**config.mk**
```make
export PLATFORM = sky130hd
export DESIGN_NAME = picomem2wb
export DESIGN_NICKNAME = d
export VERILOG_FILES = /design/src/rtl/picomem2wb.sv
export SDC_FILE = /design/constraint.sdc
export NUM_CORES = 1
export LEC_CHECK = 0
export BUFFER_PORTS_ARGS = -buffer_cell sky130_fd_sc_hd__buf_4
export CORE_UTILIZATION = 45
export DETAILED_ROUTE_END_ITERATION = 7
export GPL_ROUTABILITY_DRIVEN = 0
export HOLD_SLACK_MARGIN = 0.05
export MAX_ROUTING_LAYER = met4
export PLACE_DENSITY = 0.82
export SLEW_MARGIN = 20
export SYNTH_ARGS = -nofsm -noshare
export SYNTH_HDL_FRONTEND = slang
export SYNTH_SLANG_ARGS = --single-unit
```
**constraint.sdc**
```tcl
create_clock -name i_clk -period 1.9 [get_ports i_clk]
set_input_delay 0 -clock i_clk [delete_from_list [all_inputs] [get_ports i_clk]]
set_output_delay 0 -clock i_clk [all_outputs]
set_load 0.1 [all_outputs]
```
**src/rtl/picomem2wb.sv**
```systemverilog
// picomem2wb: CPU native memory interface to Wishbone classic master bridge with bus timeout
module picomem2wb #(
   parameter int                ASIZE    = 14,
   parameter int                DSIZE    = 32,
   parameter int                TIMEOUT  = 255,
   parameter logic [DSIZE-1:0]  ERR_DATA = 32'hDEADBEEF
)(
   input  logic               i_clk,
   input  logic               i_rst_n,
   input  logic               i_mem_valid,
   input  logic [31:0]        i_mem_addr,
   input  logic [DSIZE-1:0]   i_mem_wdata,
   input  logic [3:0]         i_mem_wstrb,
   output logic               o_mem_ready,
   output logic [DSIZE-1:0]   o_mem_rdata,
   output logic               o_mem_err,
   output logic [ASIZE-1:0]   o_wb_adr,
   output logic               o_wb_cyc,
   output logic               o_wb_stb,
   output logic               o_wb_we,
   output logic [3:0]         o_wb_sel,
   output logic [DSIZE-1:0]   o_wb_dat,
   input  logic               i_wb_ack,
   input  logic [DSIZE-1:0]   i_wb_dat
);
   localparam int            CW   = $clog2(TIMEOUT + 1);
   localparam logic [CW-1:0] TLIM = CW'(TIMEOUT - 1);

   typedef enum logic [1:0] {IDLE, BUS, DONE} state_t;

   state_t           state_q;
   logic [CW-1:0]    cnt_q;
   logic             stb_q;
   logic             we_q;
   logic             ready_q;
   logic             err_q;
   logic [ASIZE-1:0] adr_q;
   logic [3:0]       sel_q;
   logic [DSIZE-1:0] dat_q;
   logic [DSIZE-1:0] rdata_q;
   logic             wr;
   logic             unused_addr;

   assign wr          = |i_mem_wstrb;
   assign unused_addr = ^{i_mem_addr[31:ASIZE+2], i_mem_addr[1:0]};

   assign o_mem_ready = ready_q;
   assign o_mem_rdata = rdata_q;
   assign o_mem_err   = err_q;
   assign o_wb_adr    = adr_q;
   assign o_wb_cyc    = stb_q;
   assign o_wb_stb    = stb_q;
   assign o_wb_we     = we_q;
   assign o_wb_sel    = sel_q;
   assign o_wb_dat    = dat_q;

   // Request latch, Wishbone cycle, ack/timeout completion and one-cycle ready pulse
   always_ff @(posedge i_clk) begin
      if (!i_rst_n) begin
         state_q <= IDLE;
         cnt_q   <= '0;
         stb_q   <= 1'b0;
         we_q    <= 1'b0;
         ready_q <= 1'b0;
         err_q   <= 1'b0;
         adr_q   <= '0;
         sel_q   <= '0;
         dat_q   <= '0;
         rdata_q <= '0;
      end else begin
         case (state_q)
            IDLE: begin
               if (i_mem_valid) begin
                  state_q <= BUS;
                  adr_q   <= i_mem_addr[ASIZE+1:2];
                  we_q    <= wr;
                  sel_q   <= wr ? i_mem_wstrb : 4'b1111;
                  dat_q   <= wr ? i_mem_wdata : '0;
                  stb_q   <= 1'b1;
               end
            end
            BUS: begin
               cnt_q <= cnt_q + CW'(1);
               if (i_wb_ack) begin
                  rdata_q <= we_q ? '0 : i_wb_dat;
                  stb_q   <= 1'b0;
                  ready_q <= 1'b1;
                  state_q <= DONE;
               end else if (cnt_q == TLIM) begin
                  rdata_q <= we_q ? '0 : ERR_DATA;
                  stb_q   <= 1'b0;
                  ready_q <= 1'b1;
                  err_q   <= 1'b1;
                  state_q <= DONE;
               end
            end
            DONE: begin
               ready_q <= 1'b0;
               err_q   <= 1'b0;
               cnt_q   <= '0;
               state_q <= IDLE;
            end
            default: state_q <= IDLE;
         endcase
      end
   end
endmodule

```
# == Word-level counts from Yosys, hierarchy flattened ==
# Index checks and enable logic that the tools add are counted.
# Widths: inputs -> output; s select.
# word_totals
register_bits,96
in_bits,104
output_inout_bits,87
wordCells,49
# classes
add_sub_neg,1
n_eq_ne,7
mux,20
n_reduce_logical,11
# ops
op,count
$mux 32,5
$pmux 8 s2,1
$add 8x1->8 const B,1
$eq 8x8->1 const B,1
$reduce_and 2->1,4
$mux 1,6
$mux 2,3
$ne 2x2->1 const B,3
$pmux 1 s2,3
$reduce_and 3->1,2
$reduce_bool 2->1,3
$mux 4,1
$pmux 2 s2,1
$reduce_or 4->1,1
$ne 3x3->1 const B,1
$eq 2x1->1 const B,1
$eq 2x2->1 const B,1
$logic_not 2->1,1

# == Longest topological paths before layout ==
# depth
word_depth,4
depth_mapped,7
ltp_nobuf,6

# == Least setup slack after synthesis ==
# No wires, ideal clock.
# synth_path
path_kind,register to register
start,register we_q (netlist: o_wb_we)
end,register rdata_q[10] (netlist: o_mem_rdata[10])
setup_time_ns,0.117
arrival_time_ns,1.712
required_ns,1.783
path_slack_ns,0.071
stages_incl_launch_ff,6
n_path_buf,2
synth_period_minus_slack_ns,1.829
path_cell_list,dfxtp_1 > clkbuf_1 > clkbuf_1 > a21oi_1 > nand4_1 > o21ai_1
# synth_between
elab_chain_cells,3
word_cells_on_any_way,4
cone_classes,mux: 4
# synth_rtl
item,line,text
from (decl),34,logic we_q;
from (signal assigned),76,we_q <= wr;
$mux 32,90,rdata_q <= we_q ? '0 : ERR_DATA;
$mux 32,89,end else if (cnt_q == TLIM) begin
$mux 32 *,84,if (i_wb_ack) begin
to (signal assigned),85,rdata_q <= we_q ? '0 : i_wb_dat;
to (signal assigned),90,
to (decl),40,logic [DSIZE-1:0] rdata_q;
# Every way passes the cells marked *; elsewhere a longest branch is shown, timed or not. The select of a mux whose other input is x is not followed.
# A chain may end at the register's enable or synchronous reset.

# == Worst setup path after layout ==
# layout_path
start,register state_q[1]
end,register rdata_q[0] (netlist: o_mem_rdata[0])
# layout_between
elab_chain_cells,2
# layout_rtl
item,line,text
from (decl),31,state_t state_q;
from (signal assigned),60,state_q <= IDLE;
from (signal assigned),74,state_q <= BUS;
from (signal assigned),88,state_q <= DONE;
$eq 2x1->1,71,case (state_q)
$reduce_and 2->1 (no source line),--,
# Every way passes these cells.

==> flow_summary.json <==
{
  "status": "complete, no violations",
  "syn_to_final_growth_pct": 62.9,
  "clockBufferDepth": 2,
  "grt_max_degree": 58,
  "cp-end-kind": "flip-flop",
  "worst_hold_path_type": "primary input to flip-flop",
  "crit_path_end": "o_mem_rdata[0]",
  "synthSimpleGateAreaFrac_pct": 17.3,
  "peakVddDrop_mv": 0.885,
  "period_needed_ps": 1780,
  "cp.arrival_ps": 2000,
  "tritoncts": "built",
  "fp.dieArea_um2": 8810,
  "crit_path_start_kind": "flip-flop",
  "drt_first_pass_iters": 4,
  "route.detailed.drc": 0,
  "place.port_buffers": 172,
  "seq_area_frac_synth_pct": 50.6,
  "detail_route.wl_per_cell_um": 15.3,
  "finClkSkew_ps": 16.0,
  "synth_top_family_by_area": "compound AO/OA/AOI/OAI gates",
  "start_util_pct": 46.4,
  "finalCritPeriodShare_pct": 93.7,
  "io_pins": 191,
  "synth_nets": 556,
  "setup_viol": 0,
  "yosys.area.top_type": "dfxtp_1",
  "cts.sinks": 96,
  "viasPerCell": 5.24,
  "slew_headroom_pct": 50.4,
  "synthMuxAreaShare_pct": 1.32,
  "synth_seq_cells": 96,
  "timing.final.ws_setup_ps": 120,
  "place_hpwl_um": 7260,
  "synth_xor_xnor_area_share_pct": 0.923,
  "nets": 796,
  "synth-compound-area-share_pct": 20.1,
  "fmax_mhz": 562,
  "cp-startpoint": "state_q[1]",
  "tns_ps": 0,
  "required_ps": 2120,
  "cp_max_fo": 28,
  "netlist.area_leader.share_pct": 50.6,
  "antenna_found_initial": 0,
  "first_global_vias": 4088,
  "clk_pin_slew_worst_paths_ps": 90,
  "drtIter0Drc": 135,
  "synthesis.instances": 445,
  "synth_fa_ha_area_share_pct": 2.31,
  "drt-total-wl_um": 12200,
  "ys_warn_count": 0,
  "fp.dieH_um": 93.9,
  "worstMarginPinSlew_ps": 742,
  "cts_htree_levels": 3,
  "overflow": 0,
  "synth_area_um2": 3800,
  "r2r_cells": 6,
  "row_count": 33,
  "synth_area_leaders": "dfxtp_1 (51%), a22oi_1 (6.3%), nand2_1 (6.3%)",
  "r2r-end": "o_mem_rdata[0]",
  "maxSlewViolCount": 0,
  "maxCapViolCount": 0,
  "ant_nets": 0,
  "power_mw": 8.83,
  "grt_pass1_wl_um": 19000,
  "dr_total_vias": 4163,
  "pre_cts_slack_ps": 117,
  "r2r_setup_slack_ps": 120,
  "drive_gt1_share_pct": 30.7,
  "die_w_um": 93.9,
  "ys_types": 34,
  "leakagePower_nw": 2.81,
  "syn_avg_cell_area_um2": 8.53,
  "clock_latency_ps": 360,
  "timing.rr.start": "state_q[1]",
  "cellPowerDensity_nw_per_um2": 1430,
  "cts_root_buffer": "clkbuf_8",
  "rsz0062_at_grt": "no",
  "hold_viol": 0,
  "n_antenna_cell": 0,
  "crit_type": "flip-flop to flip-flop",
  "core-area_um2": 8180,
  "numCtsBuffers": 9,
  "grt_use_total_pct": 28.1
}
-- layout by cell type (no fill, tap or decap), types with 2 or more instances in the layout --
master         count
buf_4            185
dfxtp_1           96
dlygate4sd3_1     82
nand2_1           64
a21oi_1           43
nor2_1            41
a22oi_1           32
inv_1             28
nand4_1           26
o21ai_1           19
clkbuf_8          10
o21ai_0            9
a32o_1             8
ha_1               7
mux2i_1            5
o221a_2            4
nand3_1            3
nand2b_1           3
xor2_1             3
inv_6              3
or3_1              2
clkinv_4           2
-- cell families after synthesis --
kind of cell | count (synthesis)
AOI/OAI and AO/OA | 119
xor gates and xnor gates | 4
adders and majority gates | 7
buffers and inverters | 67
DFF | 96
muxes | 5
and+or+nand+nor | 147
-- stage by stage --
stage          instance area, µm²  util, %  hold WS (ps)  instances
6_report                     6190     75.7          72.5        795
5_1_grt                      6190     75.7          67.0        795
4_1_cts                      6180     75.6          53.5        795
3_5_place_dp                 5150     63.0           216        697
3_3_place_gp                 5140     62.9           213        697
2_1_floorplan                3800        -           126        445
-- power breakdown --
part	internal (mW)	switching, mW	leakage [nW]
clock network	0.664	0.736	0.108
registers	2.39	0.249	0.785
logic	1.14	3.65	1.92
total	4.20	4.63	2.81
-- worst min-delay path by stage --
| stage | startpoint | end | slack, ps | depth (start not counted) |
|---|---|---|---|---|
| floorplan | i_wb_dat[14] | o_mem_rdata[14] | 130 | 1 |
| global placement | i_wb_dat[24] | o_mem_rdata[24] | 210 | 2 |
| detailed placement | i_wb_dat[22] | o_mem_rdata[22] | 220 | 2 |
| CTS | i_wb_dat[16] | o_mem_rdata[16] | 50 | 5 |
| global route | i_wb_dat[0] | o_mem_rdata[0] | 70 | 5 |
| finish | i_wb_dat[0] | o_mem_rdata[0] | 70 | 5 |
-- critical path: stages, from the launching register on --
cell	delay [ps]
dfxtp_1	340
inv_1	80
buf_4	120
ha_1	150
buf_4	300
and2_2	510
o21ai_0	150
-- what timing repair did --
action	4_1_cts	5_1_grt
hold endpoints to repair	84	0
setup endpoints to repair	0	9
hold buffers	82	0
gates resized for setup	0	1
buffers inserted	0	0
-- layout make-up --
class / count / area, µm²
Clock buffer: 10 / 138
Timing Repair Buffer: 267 / 2210
Tap cell: 105 / 131
Sequential cell: 96 / 1920
Multi-Input combinational cell: 282 / 1600
Clock inverter: 6 / 73.8
Fill cell: 533 / 1990
Inverter: 29 / 109
-- state kept, by name, summed over array words and instances, names as in the netlist, 2 cells and up --
signal       count
o_wb_sel         4
o_mem_rdata     32
o_wb_adr        14
o_wb_dat        32
state_q          2
cnt_q            8
-- cell usage after synthesis, drive strengths merged --
| cell | count |
|---|---|
| xor2 | 3 |
| or3 | 2 |
| clkbuf | 24 |
| nand2b | 3 |
| nand4 | 27 |
| a311oi | 1 |
| o21bai | 1 |
| o31ai | 1 |
| a21oi | 43 |
| nor2 | 42 |
| inv | 29 |
| xnor2 | 1 |
| o21ai | 28 |
| buf | 14 |
| a32o | 8 |
| ha | 7 |
| o21a | 1 |
| a22oi | 32 |
| nand3 | 3 |
| dfxtp | 96 |
| nand2 | 65 |
| o221a | 4 |
| nor3 | 2 |
| nor4 | 1 |
| and2 | 2 |
| mux2i | 5 |
-- routing by layer --
layer,vias to the layer above,wire length [µm],GRT usage [%]
li1,2018,-,-
met1,1917,5080,33.5
met2,201,5930,46.8
met3,27,907,5.58
met4,0,281,10.6
met5,-,0,-
No activity file was read; power rests on OpenSTA's default activity.
